`src/rtl/square_wave_meter_pkg.sv`:
```
// Shared definitions for the square-wave meter and the display driver that reads its results.
package square_wave_meter_pkg;

    typedef enum logic [1:0] {
        WAIT_RISE = 2'd0,
        MEAS_HIGH = 2'd1,
        MEAS_LOW  = 2'd2
    } meter_state_t;

    localparam int          DEFAULT_CNT_W   = 32;
    localparam int unsigned DEFAULT_TIMEOUT = 200_000_000;

endpackage

```
`src/rtl/square_wave_meter_sync_edge_detect.sv`:
```
// Three-flop synchronizer for an asynchronous input, producing a clean level
// plus single-cycle rise/fall pulses. Also used for switches and buttons.
module sync_edge_detect (
    input  logic clk,
    input  logic rst,
    input  logic din,
    output logic level,
    output logic rise,
    output logic fall
);

    logic s1;
    logic s2;
    logic s3;

    always_ff @(posedge clk) begin
        if (rst) begin
            s1 <= 1'b0;
            s2 <= 1'b0;
            s3 <= 1'b0;
        end else begin
            s1 <= din;
            s2 <= s1;
            s3 <= s2;
        end
    end

    assign level = s2;
    assign rise  = s2 & ~s3;
    assign fall  = ~s2 & s3;

endmodule

```
`src/rtl/square_wave_meter.sv`:
```
// Measures high time, low time and period of a slow asynchronous square wave in
// clock cycles, and flags an input that has stopped toggling.
module square_wave_meter
    import square_wave_meter_pkg::*;
#(
    parameter int          CNT_W   = DEFAULT_CNT_W,
    parameter int unsigned TIMEOUT = DEFAULT_TIMEOUT
) (
    input  logic             CLK100MHZ,
    input  logic             RST,
    input  logic             SIG_IN,
    output logic [CNT_W-1:0] HIGH_CNT,
    output logic [CNT_W-1:0] LOW_CNT,
    output logic [CNT_W:0]   PERIOD_CNT,
    output logic             MEAS_VALID,
    output logic             STUCK,
    output logic             LEVEL
);

    localparam logic [CNT_W-1:0] TIMEOUT_CNT = CNT_W'(TIMEOUT);

    logic             rise;
    logic             fall;
    logic             any_edge;
    logic             timed_out;
    logic [CNT_W-1:0] count;
    logic [CNT_W-1:0] hi_tmp;
    meter_state_t     state;

    sync_edge_detect u_sync (
        .clk   (CLK100MHZ),
        .rst   (RST),
        .din   (SIG_IN),
        .level (LEVEL),
        .rise  (rise),
        .fall  (fall)
    );

    assign any_edge  = rise | fall;
    // An edge on the saturation cycle takes precedence over the timeout.
    assign timed_out = (count == TIMEOUT_CNT) & ~any_edge;

    // Restarting at 1 on an edge makes the latched count equal the edge spacing.
    always_ff @(posedge CLK100MHZ) begin
        if (RST) begin
            count <= '0;
        end else if (any_edge) begin
            count <= CNT_W'(1);
        end else if (count != TIMEOUT_CNT) begin
            count <= count + CNT_W'(1);
        end
    end

    always_ff @(posedge CLK100MHZ) begin
        if (RST) begin
            state      <= WAIT_RISE;
            hi_tmp     <= '0;
            HIGH_CNT   <= '0;
            LOW_CNT    <= '0;
            PERIOD_CNT <= '0;
            MEAS_VALID <= 1'b0;
            STUCK      <= 1'b0;
        end else begin
            MEAS_VALID <= 1'b0;
            case (state)
                WAIT_RISE: begin
                    if (rise) begin
                        STUCK <= 1'b0;
                        state <= MEAS_HIGH;
                    end else if (timed_out) begin
                        STUCK <= 1'b1;
                    end
                end
                MEAS_HIGH: begin
                    if (fall) begin
                        hi_tmp <= count;
                        state  <= MEAS_LOW;
                    end else if (timed_out) begin
                        STUCK <= 1'b1;
                        state <= WAIT_RISE;
                    end
                end
                MEAS_LOW: begin
                    if (rise) begin
                        HIGH_CNT   <= hi_tmp;
                        LOW_CNT    <= count;
                        PERIOD_CNT <= {1'b0, hi_tmp} + {1'b0, count};
                        MEAS_VALID <= 1'b1;
                        state      <= MEAS_HIGH;
                    end else if (timed_out) begin
                        STUCK <= 1'b1;
                        state <= WAIT_RISE;
                    end
                end
                default: begin
                    state <= WAIT_RISE;
                end
            endcase
        end
    end

endmodule

```
`config.mk`:
```
export PLATFORM = sky130hd
export DESIGN_NAME = square_wave_meter
export DESIGN_NICKNAME = d
export VERILOG_FILES = /design/src/rtl/square_wave_meter_pkg.sv /design/src/rtl/square_wave_meter_sync_edge_detect.sv /design/src/rtl/square_wave_meter.sv
export SDC_FILE = /design/constraint.sdc
export NUM_CORES = 1
export LEC_CHECK = 0
export ABC_AREA = 1
export CORE_MARGIN = 2
export CORE_UTILIZATION = 36
export DETAILED_ROUTE_END_ITERATION = 6
export GPL_TIMING_DRIVEN = 0
export PLACE_DENSITY = 0.58
export SYNTH_ARGS = -nofsm -noshare
export SYNTH_HDL_FRONTEND = slang
export SYNTH_SLANG_ARGS = --single-unit
```
`constraint.sdc`:
```
create_clock -name CLK100MHZ -period 3.54 [get_ports CLK100MHZ]
set_input_delay 0.531 -clock CLK100MHZ [delete_from_list [all_inputs] [get_ports CLK100MHZ]]
set_output_delay 0.531 -clock CLK100MHZ [all_outputs]
set_load 0.005 [all_outputs]
```
==> run metrics <==
DR vias/cell 4.94; Final Cell Area 10700 um^2; share of power burned in registers 47.5%; Placed Area 10000 um^2; clock buffer count from CTS 17; CP endpoint kind flop; setup TNS 0 ns; minimum clock period 2.63 ns; power per cell area 378 nW/um^2; CTS Sinks 168; Max-slew headroom 47.5%; first-pass GRT wire length 43700 um; max-cap violations 0; Worst VDD drop 0.000280 V; static leakage 4.63 nW; Fin. Hold Viols 0; Port Buffers 101; top-area cell type share of the netlist area 39.0%; # fillers 2525; Worst Hold Class reg2reg; main combinational cell family by area after synthesis simple AND/OR/NAND/NOR gates; wire per inst 15.9 um; mux contribution to synthesized area 0%; met1 wire length 13300 um; Critical Path RT 3.89 ns; Sw Share 25.3%; Critical-path top delay cell clkbuf_1; period utilization 74.3%; die width 159 um; final WL 27600 um; Die H 159 um; post-synth design cell area 8630 um^2; CP peak stage delay 0.64 ns; share of cells above drive strength 1 3.51%; flops & latches, synth 168; Post-Synth XOR/XNOR Area 1.62%; vias in the first global route 8056; GPL Wtd Cong 0.916; Post-Synth Simple-Gate Area 27.4%; Seq. cell area 3360 um^2; H-tree Lvls 4; Synth area leaders dfxtp_1 (39%), nand2_1 (11%), nor2_1 (9.0%); Final ANT Viol Nets 0; critical path type reg2reg; # Post-CTS Setup Buffers 0; DP Wirelength 21300 um; synthesized area per cell 6.68 um^2; Routed met2 length 11900 um; io pins 103; Setup crit start kind flop; post-synth top area cell dfxtp_1; Cells after Synth 1292; # DRC 0; clock buffer depth 2; Starting Density 36.8%; multi-input logic area 4460 um^2; Fmax achieved 0.380 GHz; Via Count 8621; status finished clean; Synth Area in Compound Gates 16.7%; R2R depth 9; critical path, cell by cell inv_1, ha_1, nand2_1, inv_1, clkbuf_1, clkbuf_1, nand3_1, nand2_1, inv_1; CP arrival 2.98 ns; Hold Buf Count CTS 0; RSZ-0062 raised after global routing false; Adder-Cell Fraction of Synth Area 6.03%; skew final 0.0132 ns; DR top layer met4; total track usage 22.0%; CP Max Fanout 10; placeable core area 23500 um^2; P_sw 1.02 mW; row cnt 56; combinational group share of total power 3.2%; Synth Net Count 1336; Util after Layout 45.4%; Distinct cells, synth 37; largest net degree at the start of global routing 18; Clk Latency, worst-skew pair 0.44 ns; initial antenna violation count 0; Clock Root Buffer clkbuf_16; GRT overflow 0; cell depth of the worst hold path 2; final setup fails 0; Clock Pin Slew Worst Setup and Hold Paths 0.08 ns; cell-internal power 3.01 mW; Layout Nets 1456; DR iter-0 viols 697; number of gates resized after CTS 0; CP most frequent cell inv_1; Antenna Cells 0; YS warnings 0; most frequent cells in the layout nand2_1 (257), nor2_1 (206), dfxtp_1 (168), inv_1 (168), o21ai_0 (142); PnR Total Power 4.03 mW; DR pass1 iterations 6; CTS tree built; DR WL met3 1610 um; most common cell after layout, fill and taps aside nand2_1; area delta synth->final 23.5%; sequential area share after synthesis 39.0%; worst-margin pin slew 0.788 ns; Clk pwr share 49.3%; die area 25200 um^2; fin. max-slew vios 0
-- stage by stage --
stage / setup slack, ns / hold slack (ns) / instances
floorplan: 1.72 / 0.388 / 1292
global placement: 0.984 / 0.403 / 1712
detailed placement: 0.995 / 0.398 / 1712
CTS: 0.966 / 0.419 / 1744
global route: 0.758 / 0.445 / 1744
finish: 0.911 / 0.416 / 1744
-- cell families after synthesis --
group / Yosys count
buf+inv: 214
simple gates: 572
xor+xnor: 16
flops: 168
fa+ha+maj: 41
compound gates: 281
-- state kept, by name, indices dropped and copies added (netlist names) --
signal        count
u_sync.s1         1
hi_tmp           32
STUCK             1
u_sync.level      1
LOW_CNT          32
u_sync.s3         1
MEAS_VALID        1
PERIOD_CNT       33
state             2
HIGH_CNT         32
count            32
-- worst max-delay path, delay by kind of cell, from the launching register on --
| kind | cells | cell delay [ns] |
|---|---|---|
| buffers and inverters | 5 | 1.57 |
| flip-flops | 1 | 0.37 |
| AND/OR/NAND/NOR | 3 | 0.40 |
| adder cells (fa/ha/maj) | 1 | 0.20 |
-- routing by layer --
metal  global-route usage, %  vias up
met5                       0        -
met3                    3.92       38
met1                    30.4     3902
met2                    33.8      293
met4                    8.88        0
li1                        -     4388
-- synthesized netlist by cell type, drive strengths merged --
library cell,n
o211ai,1
nand3b,1
or2,4
clkbuf,40
dfxtp,168
a211oi,1
a21boi,1
a21o,2
nor3,18
fa,1
nor2,211
o21ai,143
o21bai,6
nand3,63
inv,169
nand2b,1
nor4,5
ha,40
o31ai,1
nand2,259
and3,1
nor3b,1
a21oi,125
buf,5
xnor2,3
nand4,8
xor2,13
a31oi,1
-- power groups by stage --
stage	Combinational, mW	Sequential, mW	Clock [mW]
2_1_floorplan	0.0832	1.95	0
3_3_place_gp	0.128	1.96	0
3_5_place_dp	0.128	1.96	0
4_1_cts	0.129	1.91	2.01
5_1_grt	0.147	1.92	2.10
6_report	0.129	1.91	1.99
-- layout make-up --
type                       instances  area share [%]
clock buffer                      18            4.03
multi-input combinational        910            41.9
clock inverter                    14            1.75
inverter                         169            5.95
timing repair buffer             101            9.49
buffer                            45            1.61
tap                              319            3.75
sequential                       168            31.6
-- worst paths after layout --
kind                                            start                     endpoint  slack [ns]
worst max register to register  state[0]$_SDFFE_PP0P_  PERIOD_CNT[26]$_SDFFE_PP0P_        0.91
worst max-delay path            state[0]$_SDFFE_PP0P_  PERIOD_CNT[26]$_SDFFE_PP0P_        0.91
worst min register to register   u_sync.s1$_SDFF_PP0_      u_sync.level$_SDFF_PP0_        0.42
worst min-delay path             u_sync.s1$_SDFF_PP0_      u_sync.level$_SDFF_PP0_        0.42
Note: power is estimated with default switching activity, not from simulation.
